[src/rtl/m_cycleacc_if.sv]
// m_cycleacc_if: register bus between a bus master and the cycle accumulator.
//   STB_I  strobe, held by the master until ACK_O
//   WE_I   write enable
//   ADR_I  word select: 0 mcycle, 1 mcycleh, 2 mtimecmp, 3 mtimecmph
//   DAT_I  write data
//   DAT_O  read data, valid while ACK_O=1, zero otherwise
//   ACK_O  one-cycle acknowledge pulse per access
interface m_cycleacc_if;
  logic        STB_I;
  logic        WE_I;
  logic [1:0]  ADR_I;
  logic [31:0] DAT_I;
  logic [31:0] DAT_O;
  logic        ACK_O;

  modport master (
    output STB_I, WE_I, ADR_I, DAT_I,
    input  DAT_O, ACK_O
  );

  modport slave (
    input  STB_I, WE_I, ADR_I, DAT_I,
    output DAT_O, ACK_O
  );
endinterface

[src/rtl/m_cycleacc.sv]
// m_cycleacc: 64-bit machine cycle accumulator with mtimecmp timer compare.
//   Each opcode fetch presents the cycle count of the previous instruction
//   (incr, 0..63) which is added into mcycle while the core runs.
// Parameters:
//   SPLITCARRY  1: low-word carry reaches the high word one cycle later
//               0: single-cycle 64-bit add
//   CMP_EN      1: mtimecmp and mtip implemented; 0: mtimecmp reads 0, mtip=0
// Ports:
//   clk, rst_n    clock, asynchronous active-low reset
//   corerunning   accumulation enable
//   incr_valid    one-cycle pulse: incr is valid
//   incr          cycles to add
//   bus           register bus (slave side)
//   mtip          registered timer interrupt pending
module m_cycleacc #(
  parameter bit SPLITCARRY = 1'b1,
  parameter bit CMP_EN     = 1'b1
) (
  input  logic         clk,
  input  logic         rst_n,
  input  logic         corerunning,
  input  logic         incr_valid,
  input  logic [5:0]   incr,
  m_cycleacc_if.slave  bus,
  output logic         mtip
);

  logic [31:0] lo_reg, lo_next;
  logic [31:0] hi_reg, hi_next;
  logic        carry_pend_reg, carry_pend_next;
  logic [31:0] hi_shadow_reg;
  logic        ack_reg;
  logic [31:0] dat_reg;
  logic        mtip_reg;
  logic [63:0] cmp_word;

  logic        acc;
  logic        bus_act;
  logic        bus_wr;
  logic        bus_rd;
  logic        wr_lo;
  logic        wr_hi;
  logic [32:0] lo_sum;
  logic        carry_new;
  logic [31:0] rd_mux;

  assign acc     = incr_valid & corerunning;
  // A new access is taken only when no acknowledge is outstanding, which
  // yields exactly one ACK_O pulse per strobe and two cycles per access.
  assign bus_act = bus.STB_I & ~ack_reg;
  assign bus_wr  = bus_act & bus.WE_I;
  assign bus_rd  = bus_act & ~bus.WE_I;
  assign wr_lo   = bus_wr & (bus.ADR_I == 2'd0);
  assign wr_hi   = bus_wr & (bus.ADR_I == 2'd1);

  assign lo_sum    = {1'b0, lo_reg} + {27'd0, incr};
  // A low-word write discards the same-cycle increment and therefore its carry.
  assign carry_new = acc & ~wr_lo & lo_sum[32];

  always_comb begin
    lo_next         = lo_reg;
    hi_next         = hi_reg;
    carry_pend_next = 1'b0;

    if (wr_lo) begin
      lo_next = bus.DAT_I;
    end else if (acc) begin
      lo_next = lo_sum[31:0];
    end

    if (wr_hi) begin
      // Written high word replaces both the pending and the same-cycle carry.
      hi_next = bus.DAT_I;
    end else if (SPLITCARRY) begin
      // A carry already pending belongs to the committed high word, so it is
      // applied even in a cycle where the low word is written.
      hi_next         = hi_reg + {31'd0, carry_pend_reg};
      carry_pend_next = carry_new;
    end else begin
      hi_next = hi_reg + {31'd0, carry_new};
    end
  end

  always_comb begin
    rd_mux = 32'd0;
    case (bus.ADR_I)
      2'd0: rd_mux = lo_reg;
      2'd1: rd_mux = hi_shadow_reg;
      2'd2: rd_mux = cmp_word[31:0];
      2'd3: rd_mux = cmp_word[63:32];
      default: rd_mux = 32'd0;
    endcase
  end

  always_ff @(posedge clk or negedge rst_n) begin
    if (!rst_n) begin
      lo_reg         <= 32'd0;
      hi_reg         <= 32'd0;
      carry_pend_reg <= 1'b0;
      hi_shadow_reg  <= 32'd0;
      ack_reg        <= 1'b0;
      dat_reg        <= 32'd0;
    end else begin
      lo_reg         <= lo_next;
      hi_reg         <= hi_next;
      carry_pend_reg <= carry_pend_next;
      ack_reg        <= bus_act;
      dat_reg        <= bus_rd ? rd_mux : 32'd0;
      // Reading the low word snapshots the committed high word (including a
      // pending carry) so a following high-word read is coherent.
      if (bus_rd && (bus.ADR_I == 2'd0)) begin
        hi_shadow_reg <= hi_reg + {31'd0, carry_pend_reg};
      end
    end
  end

  generate
    if (CMP_EN) begin : g_cmp
      for (genvar gi = 0; gi < 2; gi++) begin : g_half
        localparam logic [1:0] HALF_ADR = 2'(gi + 2);
        logic [31:0] half_reg;

        always_ff @(posedge clk or negedge rst_n) begin
          if (!rst_n) begin
            half_reg <= 32'hFFFF_FFFF;
          end else if (bus_wr && (bus.ADR_I == HALF_ADR)) begin
            half_reg <= bus.DAT_I;
          end
        end

        assign cmp_word[gi*32 +: 32] = half_reg;
      end

      // While a carry is in flight {hi,lo} is not the true count, so the
      // previous decision is held rather than glitching.
      always_ff @(posedge clk or negedge rst_n) begin
        if (!rst_n) begin
          mtip_reg <= 1'b0;
        end else if (!carry_pend_reg) begin
          mtip_reg <= ({hi_reg, lo_reg} >= cmp_word);
        end
      end
    end else begin : g_nocmp
      assign cmp_word = 64'd0;
      assign mtip_reg = 1'b0;
    end
  endgenerate

  assign bus.ACK_O = ack_reg;
  assign bus.DAT_O = dat_reg;
  assign mtip      = mtip_reg;

endmodule
[src/flat_wrapper.sv]
// flat-port wrapper written by rule: the top's interface ports become plain ports
module m_cycleacc_flat 
#(
  parameter bit SPLITCARRY = 1'b1,
  parameter bit CMP_EN     = 1'b1
)
  (clk, rst_n, corerunning, incr_valid, incr, mtip, bus_STB_I, bus_WE_I, bus_ADR_I, bus_DAT_I, bus_DAT_O, bus_ACK_O);
  m_cycleacc_if bus_i ();
  input  logic clk;
  input  logic rst_n;
  input  logic corerunning;
  input  logic incr_valid;
  input  logic [5:0] incr;
  output logic mtip;
  input wire logic [$bits(bus_i.STB_I)-1:0] bus_STB_I;
  input wire logic [$bits(bus_i.WE_I)-1:0] bus_WE_I;
  input wire logic [$bits(bus_i.ADR_I)-1:0] bus_ADR_I;
  input wire logic [$bits(bus_i.DAT_I)-1:0] bus_DAT_I;
  output wire logic [$bits(bus_i.DAT_O)-1:0] bus_DAT_O;
  output wire logic [$bits(bus_i.ACK_O)-1:0] bus_ACK_O;
  assign bus_i.STB_I = bus_STB_I;
  assign bus_i.WE_I = bus_WE_I;
  assign bus_i.ADR_I = bus_ADR_I;
  assign bus_i.DAT_I = bus_DAT_I;
  assign bus_DAT_O = bus_i.DAT_O;
  assign bus_ACK_O = bus_i.ACK_O;
  m_cycleacc #(.SPLITCARRY(SPLITCARRY), .CMP_EN(CMP_EN)) u_core (.clk(clk), .rst_n(rst_n), .corerunning(corerunning), .incr_valid(incr_valid), .incr(incr), .bus(bus_i), .mtip(mtip));
endmodule
[config.mk]
export PLATFORM = sky130hd
export DESIGN_NAME = m_cycleacc_flat
export DESIGN_NICKNAME = d
export VERILOG_FILES = /design/src/rtl/m_cycleacc_if.sv /design/src/rtl/m_cycleacc.sv /design/src/flat_wrapper.sv
export SDC_FILE = /design/constraint.sdc
export NUM_CORES = 1
export LEC_CHECK = 0
export ABC_AREA = 1
export BUFFER_PORTS_ARGS = -buffer_cell sky130_fd_sc_hd__buf_2
export CAP_MARGIN = 20
export CELL_PAD_IN_SITES_DETAIL_PLACEMENT = 1
export CELL_PAD_IN_SITES_GLOBAL_PLACEMENT = 1
export CORE_AREA = 10 10 169 171
export DETAILED_ROUTE_END_ITERATION = 6
export DIE_AREA = 0 0 179 181
export PLACE_DENSITY = 0.9
export SETUP_SLACK_MARGIN = 0.02
export SLEW_MARGIN = 30
export SYNTH_ARGS = -nofsm -noshare
export SYNTH_HDL_FRONTEND = slang
export SYNTH_SLANG_ARGS = --single-unit
[constraint.sdc]
create_clock -name clk -period 2.52 [get_ports clk]
set_input_delay 0.504 -clock clk [delete_from_list [all_inputs] [get_ports clk]]
set_output_delay 0.504 -clock clk [all_outputs]
set_load 0.02 [all_outputs]
==> run summary, run 1 <==
share of flip-flops with an asynchronous set or reset: 100%
endpoints failing setup: 0
Clock Skew: 15.1 ps
WL final: 44.3 mm
Cells after Synth: 1466
vias in the first global route: 12159
Max clock buf depth: 2
Area Overhead vs Synth: 12.7%
nature of the critical path startpoint: flip-flop
Post-route DRC: 0
sequential cell area: 0.00496 sq mm
count of max-cap constraint violations: 0
starting density of the core: 45.5%
synth top area cells: dfrtp_1 29%, nand2_1 15%, dfstp_2 15%
Die ar.: 0.0324 sq mm
Antenna diodes: 0
overall routing resource usage: 27.5%
die span in x: 179 um
Final ANT Viol Nets: 0
most common cell in the netlist: nand2_1
Cell variety after synth: 47
multi-input logic area: 0.00559 sq mm
share of cells above drive strength 1: 15.7%
sequential area share after synthesis: 43.5%
worst-path fanout max: 7
post-synthesis register bit count: 195
Power Density: 872 mW/mm^2
TritonCTS Buffers: 17
I/O Buffers: 79
FP Rows: 58
Worst Path Required: 2870 ps
Synthesis Warnings: 0
GPL Wtd Cong: 0.909
worst skew pair latency: 460 ps
post-layout utilization of the core: 51.3%
Leak Pwr: 6.26 nW
CP endpoint kind: flip-flop
RSZ-0062 raised after global routing: no
Post-DP HPWL: 32.4 mm
layout net count: 1662
max FFs per register: 64
overflow left after global routing: 0
Via-to-Cell Ratio: 6.00
worst min path class: input pin to async pin
Period minus WS final: 2250 ps
Post-Layout Cell Count: 1886
commonest cells in the netlist: 469 x nand2_1, 158 x inv_1, 131 x dfrtp_1
Synth Net Count: 1585
vias: 11325
CTS tree: built
outcome: completed
drt pass-1 iters: 5
Final Hold Fails: 0
area leader, netlist: dfrtp_1
Slew HR: 60.9%
EDFF count, synth: 0
buffer count from post-CTS setup fixing: 0
CTS root buf: clkbuf_16
Cells after DPL: 1854
IO Pins: 80
Post-Syn Area per Cell: 7.77 sq um
TritonCTS Sinks: 195
first-pass GRT wire length: 69.6 mm
initial antenna violation count: 0
slew at the pin closest to its max-slew limit: 586 ps
CTS resizes: 0
worst vdd rail ir drop: 0.000489 V
Die Y: 181 um
Fill cells: 3108
H-tree lvl count: 4
Max Freq: 0.445 GHz
Worst-path clk slew: 80 ps
critical path type: flip-flop to flip-flop
Main synth FF type: dfrtp_1
fin crit share: 89.2%
mapped cell area: 0.0114 sq mm
hold buffers post-CTS: 0
Starting DRT DRC Count: 1055
Final Max Tran Viols: 0
core area: 0.0250 sq mm
Setup TNS Final: 0 ps
Wirelength per Cell: 23.5 um
largest net degree at the start of global routing: 54
Synth top area share: 28.8%
arrival time at the worst endpoint: 2600 ps
==> path summary, 6_finish.rpt <==
| path | slack (ps) | cells after the start | startpoint | endpoint |
|---|---|---|---|---|
| max | 270 | 9 | u_core.lo_reg[0]$_DFFE_PN0P_ | u_core.lo_reg[24]$_DFFE_PN0P_ |
| min | 7 | 1 | rst_n | u_core.lo_reg[3]$_DFFE_PN0P_ |
| max reg2reg | 270 | 9 | u_core.lo_reg[0]$_DFFE_PN0P_ | u_core.lo_reg[24]$_DFFE_PN0P_ |
| min reg2reg | 510 | 2 | u_core.hi_shadow_reg[18]$_DFFE_PN0P_ | u_core.hi_shadow_reg[18]$_DFFE_PN0P_ |
| max in group asynchronous | 1810 | 2 | rst_n | u_core.g_cmp.g_half[1].half_reg[25]$_DFFE_PN1P_ |
| min in group clk | 310 | 3 | bus_DAT_I[31] | u_core.g_cmp.g_half[0].half_reg[31]$_DFFE_PN1P_ |
==> critical path: stages, from the launching register on <==
cell and delay, ps:
dfrtp_1 450, ha_1 240, fa_1 390, nand2_1 100, nand2_1 60, o21ai_1 280, o21ai_2 200, nand3_1 170
nand2_1 80, a31o_1 180
==> stage by stage <==
stage                     hold slack [ps]  worst slack [ps]  cell area (sq um)  total power [W]
after floorplan                       208               472              11400          0.00676
after global placement                469               246              12200          0.00783
after detailed placement              472               158              12200          0.00815
after CTS                            18.3               304              12800           0.0111
after global routing                 23.5               112              12800           0.0118
final                                6.72               272              12800           0.0112
==> layout make-up <==
class | instances | share of cell area (%)
timing repair buffer | 105 | 4.96
clock inverter | 14 | 1.24
clock buffer | 18 | 3.42
multi-input combinational | 1052 | 43.5
tap | 330 | 3.21
inverter | 172 | 5.03
sequential | 195 | 38.6
==> routing by layer <==
metal	up-vias	wire length [um]	global-route usage, %
met5	-	0	0
met2	545	21300	44.7
met4	0	1720	11.7
met1	5721	17900	34.5
met3	127	3320	5.46
li1	4932	-	-
==> where the power goes <==
| part | total, W | internal (W) | switching [W] |
|---|---|---|---|
| combinational | 0.00359 | 0.00121 | 0.00238 |
| clock | 0.00283 | 0.00136 | 0.00147 |
| sequential | 0.00478 | 0.00400 | 0.000783 |
| total | 0.0112 | 0.00657 | 0.00463 |
==> cells in the final DEF (no fill, tap or decap), drive strengths merged <==
cell      Yosys  routed
nand3        71      71
o211ai        3       3
a21oi        82      82
clkinv        1       7
o221ai        6       6
nor2         75      75
nor4          4       4
a41oi         3       3
mux2          1       1
o21a          2       2
ha           72      72
nand4        19      19
dfstp        64      64
a21o          3       3
o21bai        3       3
and3b         1       1
a31o          1       1
clkinvlp      0       1
o21ai       134     134
o22ai        21      21
a211oi        2       2
xnor2        15      15
fa            1       1
nor3b         1       1
dfrtp       131     131
buf          26     104
nor3         27      27
xor2         21      21
nand2b        1       1
a31oi         5       5
and2          2       2
inv         171     178
clkbuf       21      19
a221oi        4       4
nand2       472     472
==> cells by family (layout without fill, tap and decap cells) <==
family | count (synthesis) | count (layout) | share of synthesized area, %
flops | 195 | 195 | 43.5
mux | 1 | 1 | 0.0988
buf+inv | 219 | 309 | 7.54
fa+ha+maj | 73 | 73 | 8.08
xor+xnor | 36 | 36 | 2.77
compound gates | 269 | 269 | 13.0
simple gates | 673 | 673 | 25.0
No activity file was read; power rests on OpenSTA's default activity.
==> inputs of run 2 (changes only) <==
--- a/config.mk
+++ b/config.mk
@@ -13,7 +13,7 @@
 export CORE_AREA = 10 10 169 171
 export DETAILED_ROUTE_END_ITERATION = 6
 export DIE_AREA = 0 0 179 181
-export PLACE_DENSITY = 0.9
+export PLACE_DENSITY = 0.77
 export SETUP_SLACK_MARGIN = 0.02
 export SLEW_MARGIN = 30
 export SYNTH_ARGS = -nofsm -noshare
==> run summary, run 2 (synthesis results as in run 1) <==
outcome: complete, but fails checks
failing checks: negative hold slack
worst skew pair latency: 450 ps
Worst path most repeated cell: nand2_1
count of max-cap constraint violations: 0
final instance area: 0.0129 sq mm
Die Y: 181 um
Clock Skew: 16.3 ps
TritonCTS Sinks: 195
Wirelength per Cell: 21.9 um
Placed Area: 0.0123 sq mm
worst-path fanout max: 7
die span in x: 179 um
WP depth: 9
share of cells above drive strength 1: 15.7%
Min Hold Slack: -1.67 ps
FP Rows: 58
Post-DP HPWL: 32.0 mm
WL final: 41.3 mm
most common cell after layout, fill and taps aside: nand2_1
I/O Buffers: 79
Power Density: 850 mW/mm^2
GPL Wtd Cong: 0.930
nature of the critical path startpoint: flip-flop
Register-to-Register Path Depth: 9
largest net degree at the start of global routing: 65
Setup TNS Final: 0 ps
IO Pins: 80
CP peak stage delay: 420 ps
critical path type: flip-flop to flip-flop
Worst-path clk slew: 80 ps
multi-input logic area: 0.00559 sq mm
Max Freq: 0.449 GHz
TritonCTS Buffers: 17
fin crit share: 88.4%
Worst Path Required: 2860 ps
vias in the first global route: 11195
critical path, cell by cell: ha_1, fa_1, nand2_1, nand2_1, o21ai_1, o21ai_2, nand3_1, nand2_1, a31o_1
overflow left after global routing: 0
critical path's top delay family: compound AO/OA/AOI/OAI gates
CTS resizes: 0
CTS root buf: clkbuf_16
Max clock buf depth: 2
drt pass-1 iters: 5
CTS tree: built
sequential cell area: 0.00496 sq mm
initial antenna violation count: 0
Period minus WS final: 2230 ps
endpoints failing setup: 0
Final Hold Fails: 1
RSZ-0062 raised after global routing: no
hold buffers post-CTS: 0
overall routing resource usage: 26.0%
core area: 0.0250 sq mm
Antenna diodes: 0
Area Overhead vs Synth: 12.8%
worst min path class: input pin to async pin
H-tree lvl count: 4
Critical Path Slowest Stage Cell: dfrtp_1
Worst Path Buf+Inv: 0
Leak Pwr: 6.26 nW
first-pass GRT wire length: 64.8 mm
Final ANT Viol Nets: 0
Final Max Tran Viols: 0
starting density of the core: 45.5%
max FFs per register: 64
vias: 10632
slew at the pin closest to its max-slew limit: 632 ps
worst vdd rail ir drop: 0.000421 V
Post-route DRC: 0
CP endpoint kind: flip-flop
buffer count from post-CTS setup fixing: 0
most frequent cells in the layout: 469 x nand2_1, 158 x inv_1, 131 x dfrtp_1, 110 x o21ai_0, 82 x a21oi_1
Slew HR: 57.8%
layout net count: 1664
Final Power: 0.0109 W
Via-to-Cell Ratio: 5.63
Die ar.: 0.0324 sq mm
arrival time at the worst endpoint: 2560 ps
Fill cells: 3155
Starting DRT DRC Count: 762
[run 2: cell count changes in the layout (fill, tap and decap cells not counted), moves of 2 or more]
cell	previous run	this run
clkinv_4	2	5
clkinv_8	4	2
inv_6	4	2
inv_8	3	1
[run 2: final cells by class]
cell class                 count  share of cell area [%]
clock buffer                  18                    3.34
clock inverter                14                    1.21
sequential                   195                    38.6
timing repair buffer         107                    5.17
inverter                     172                    5.02
tap                          330                    3.21
multi-input combinational   1052                    43.5
[run 2: stage by stage]
step / worst slack, ps / cells / utilization, %
floorplan: 472 / 1466 / -
global placement: 212 / 1856 / 49.0
detailed placement: 101 / 1856 / 49.0
CTS: 297 / 1888 / 51.4
global route: 121 / 1888 / 51.4
finish: 293 / 1888 / 51.4
[run 2: worst paths after layout]
| path | start | to | slack [ps] |
|---|---|---|---|
| hold / removal | rst_n | u_core.lo_reg[11]$_DFFE_PN0P_ | -2 |
| max in group asynchronous | rst_n | u_core.g_cmp.g_half[1].half_reg[27]$_DFFE_PN1P_ | 1660 |
| setup reg to reg | u_core.lo_reg[0]$_DFFE_PN0P_ | u_core.lo_reg[24]$_DFFE_PN0P_ | 290 |
| setup / recovery | u_core.lo_reg[0]$_DFFE_PN0P_ | u_core.lo_reg[24]$_DFFE_PN0P_ | 290 |
| hold reg to reg | u_core.hi_shadow_reg[21]$_DFFE_PN0P_ | u_core.hi_shadow_reg[21]$_DFFE_PN0P_ | 500 |
| min in group clk | bus_DAT_I[27] | u_core.g_cmp.g_half[1].half_reg[27]$_DFFE_PN1P_ | 320 |
[run 2: power breakdown]
part           switching (W)  internal, W  total (W)
Clock                0.00137      0.00140    0.00277
Combinational        0.00224      0.00120    0.00344
Sequential          0.000719      0.00399    0.00471
[run 2: per-layer routing]
metal / GRT usage [%] / up-vias / routed length [um]
li1: - / 4936 / -
met1: 36.2 / 5350 / 19300
met2: 40.9 / 297 / 19300
met3: 3.46 / 49 / 1950
met4: 7.58 / 0 / 795
met5: 0 / - / 0
==> inputs of run 3 (changes only) <==
--- a/config.mk
+++ b/config.mk
@@ -13,6 +13,7 @@
 export CORE_AREA = 10 10 169 171
 export DETAILED_ROUTE_END_ITERATION = 6
 export DIE_AREA = 0 0 179 181
+export HOLD_SLACK_MARGIN = 0.06
 export PLACE_DENSITY = 0.77
 export SETUP_SLACK_MARGIN = 0.02
 export SLEW_MARGIN = 30
==> run summary, run 3 (synthesis results as in run 1) <==
outcome: completed
endpoints failing setup: 0
Setup TNS Final: 0 ps
FP Rows: 58
Clock Skew: 16.7 ps
Power Density: 849 mW/mm^2
buffer count from post-CTS setup fixing: 0
worst skew pair latency: 450 ps
worst min path class: input pin to flip-flop
Slew HR: 57.9%
IO Pins: 80
starting density of the core: 45.5%
Leak Pwr: 6.26 nW
RSZ-0062 raised after global routing: no
share of cells above drive strength 1: 15.7%
vias in the first global route: 11201
WL final: 41.2 mm
Die Y: 181 um
overflow left after global routing: 0
CTS root buf: clkbuf_16
max layer used: met4
Hold EP: u_core.g_cmp.g_half[1].half_reg[27]$_DFFE_PN1P_
max FFs per register: 64
Final Hold Fails: 0
met3 WL: 2.12 mm
arrival time at the worst endpoint: 2570 ps
Via-to-Cell Ratio: 5.65
Post-Layout Cell Count: 1889
Period minus WS final: 2230 ps
sequential cell area: 0.00496 sq mm
overall routing resource usage: 26.0%
first-pass GRT wire length: 64.8 mm
hold path cells: 3
most frequent cells in the layout: 469 x nand2_1, 158 x inv_1, 131 x dfrtp_1, 110 x o21ai_0, 82 x a21oi_1
GPL Wtd Cong: 0.930
H-tree lvl count: 4
Max clock buf depth: 2
Final ANT Viol Nets: 0
layout net count: 1665
core area: 0.0250 sq mm
drt pass-1 iters: 5
slew at the pin closest to its max-slew limit: 631 ps
nature of the critical path startpoint: flip-flop
Area Overhead vs Synth: 12.9%
Starting DRT DRC Count: 758
most common cell after layout, fill and taps aside: nand2_1
CP endpoint kind: flip-flop
Met2 Routed Length: 19.2 mm
Wirelength per Cell: 21.8 um
vias: 10675
Post-route DRC: 0
Worst Path Required: 2860 ps
worst-path fanout max: 7
die span in x: 179 um
I/O Buffers: 79
largest net degree at the start of global routing: 65
RR Startpoint: u_core.lo_reg[0]$_DFFE_PN0P_
Register-to-Register Path Depth: 9
CTS tree: built
multi-input logic area: 0.00559 sq mm
TritonCTS Sinks: 195
Max Freq: 0.449 GHz
initial antenna violation count: 0
Final Max Tran Viols: 0
Fill cells: 3155
Antenna diodes: 0
Cells after DPL: 1856
critical path type: flip-flop to flip-flop
worst hold start: bus_DAT_I[27]
count of max-cap constraint violations: 0
Die ar.: 0.0324 sq mm
worst vdd rail ir drop: 0.000421 V
Met1 Wirelength: 19.2 mm
Post-DP HPWL: 32.0 mm
TritonCTS Buffers: 17
FF-to-FF End: u_core.lo_reg[24]$_DFFE_PN0P_
fin crit share: 88.4%
Worst-path clk slew: 80 ps
R2R setup slack: 290 ps
## run 3: timing repair
action,CTS,global route
gates resized for setup,0,0
endpoints found under the hold margin,19,0
hold buffers,1,0
## run 3: worst max path at each step
stage | start | end | slack [ps] | cells after the start
5_1_grt | u_core.lo_reg[0]$_DFFE_PN0P_ | u_core.lo_reg[26]$_DFFE_PN0P_ | 120 | 10
4_1_cts | u_core.lo_reg[0]$_DFFE_PN0P_ | u_core.lo_reg[24]$_DFFE_PN0P_ | 300 | 9
3_5_place_dp | incr[0] | u_core.lo_reg[24]$_DFFE_PN0P_ | 100 | 10
6_report | u_core.lo_reg[0]$_DFFE_PN0P_ | u_core.lo_reg[24]$_DFFE_PN0P_ | 290 | 9
3_3_place_gp | incr[0] | u_core.lo_reg[24]$_DFFE_PN0P_ | 210 | 10
2_1_floorplan | incr[0] | u_core.lo_reg[24]$_DFFE_PN0P_ | 470 | 9
## run 3: power breakdown
part / internal, W / total, W / switching, W
clock network: 0.00140 / 0.00278 / 0.00138
registers: 0.00399 / 0.00471 / 0.000713
logic: 0.00120 / 0.00344 / 0.00224
total: 0.00660 / 0.0109 / 0.00433
## run 3: layout make-up
class	count	share of cell area, %
clock buffer	18	3.33
clock inverter	14	1.21
inverter	172	5.02
multi-input combinational	1052	43.5
sequential	195	38.5
tap	330	3.21
timing repair buffer	108	5.24
## run 3: worst max-delay path: stages, from the launching register on
cell,delay (ps)
dfrtp_1,420
ha_1,230
fa_1,410
nand2_1,110
nand2_1,60
o21ai_1,280
o21ai_2,210
nand3_1,170
nand2_1,70
a31o_1,170
## run 3: per-stage QoR
step	area (sq um)	utilization (%)	total power, W	setup slack [ps]	hold slack, ps
after global routing	12900	51.4	0.0116	121	319
after CTS	12900	51.4	0.0109	297	306
after floorplan	11400	-	0.00676	472	208
after global placement	12300	49.0	0.00789	212	464
after detailed placement	12300	49.0	0.00811	101	471
final	12900	51.4	0.0109	292	316
## run 3: layer usage
metal | track usage (%) | up-vias
met4 | 7.58 | 0
li1 | - | 4932
met3 | 3.46 | 52
met5 | 0 | -
met1 | 36.2 | 5369
met2 | 40.9 | 322
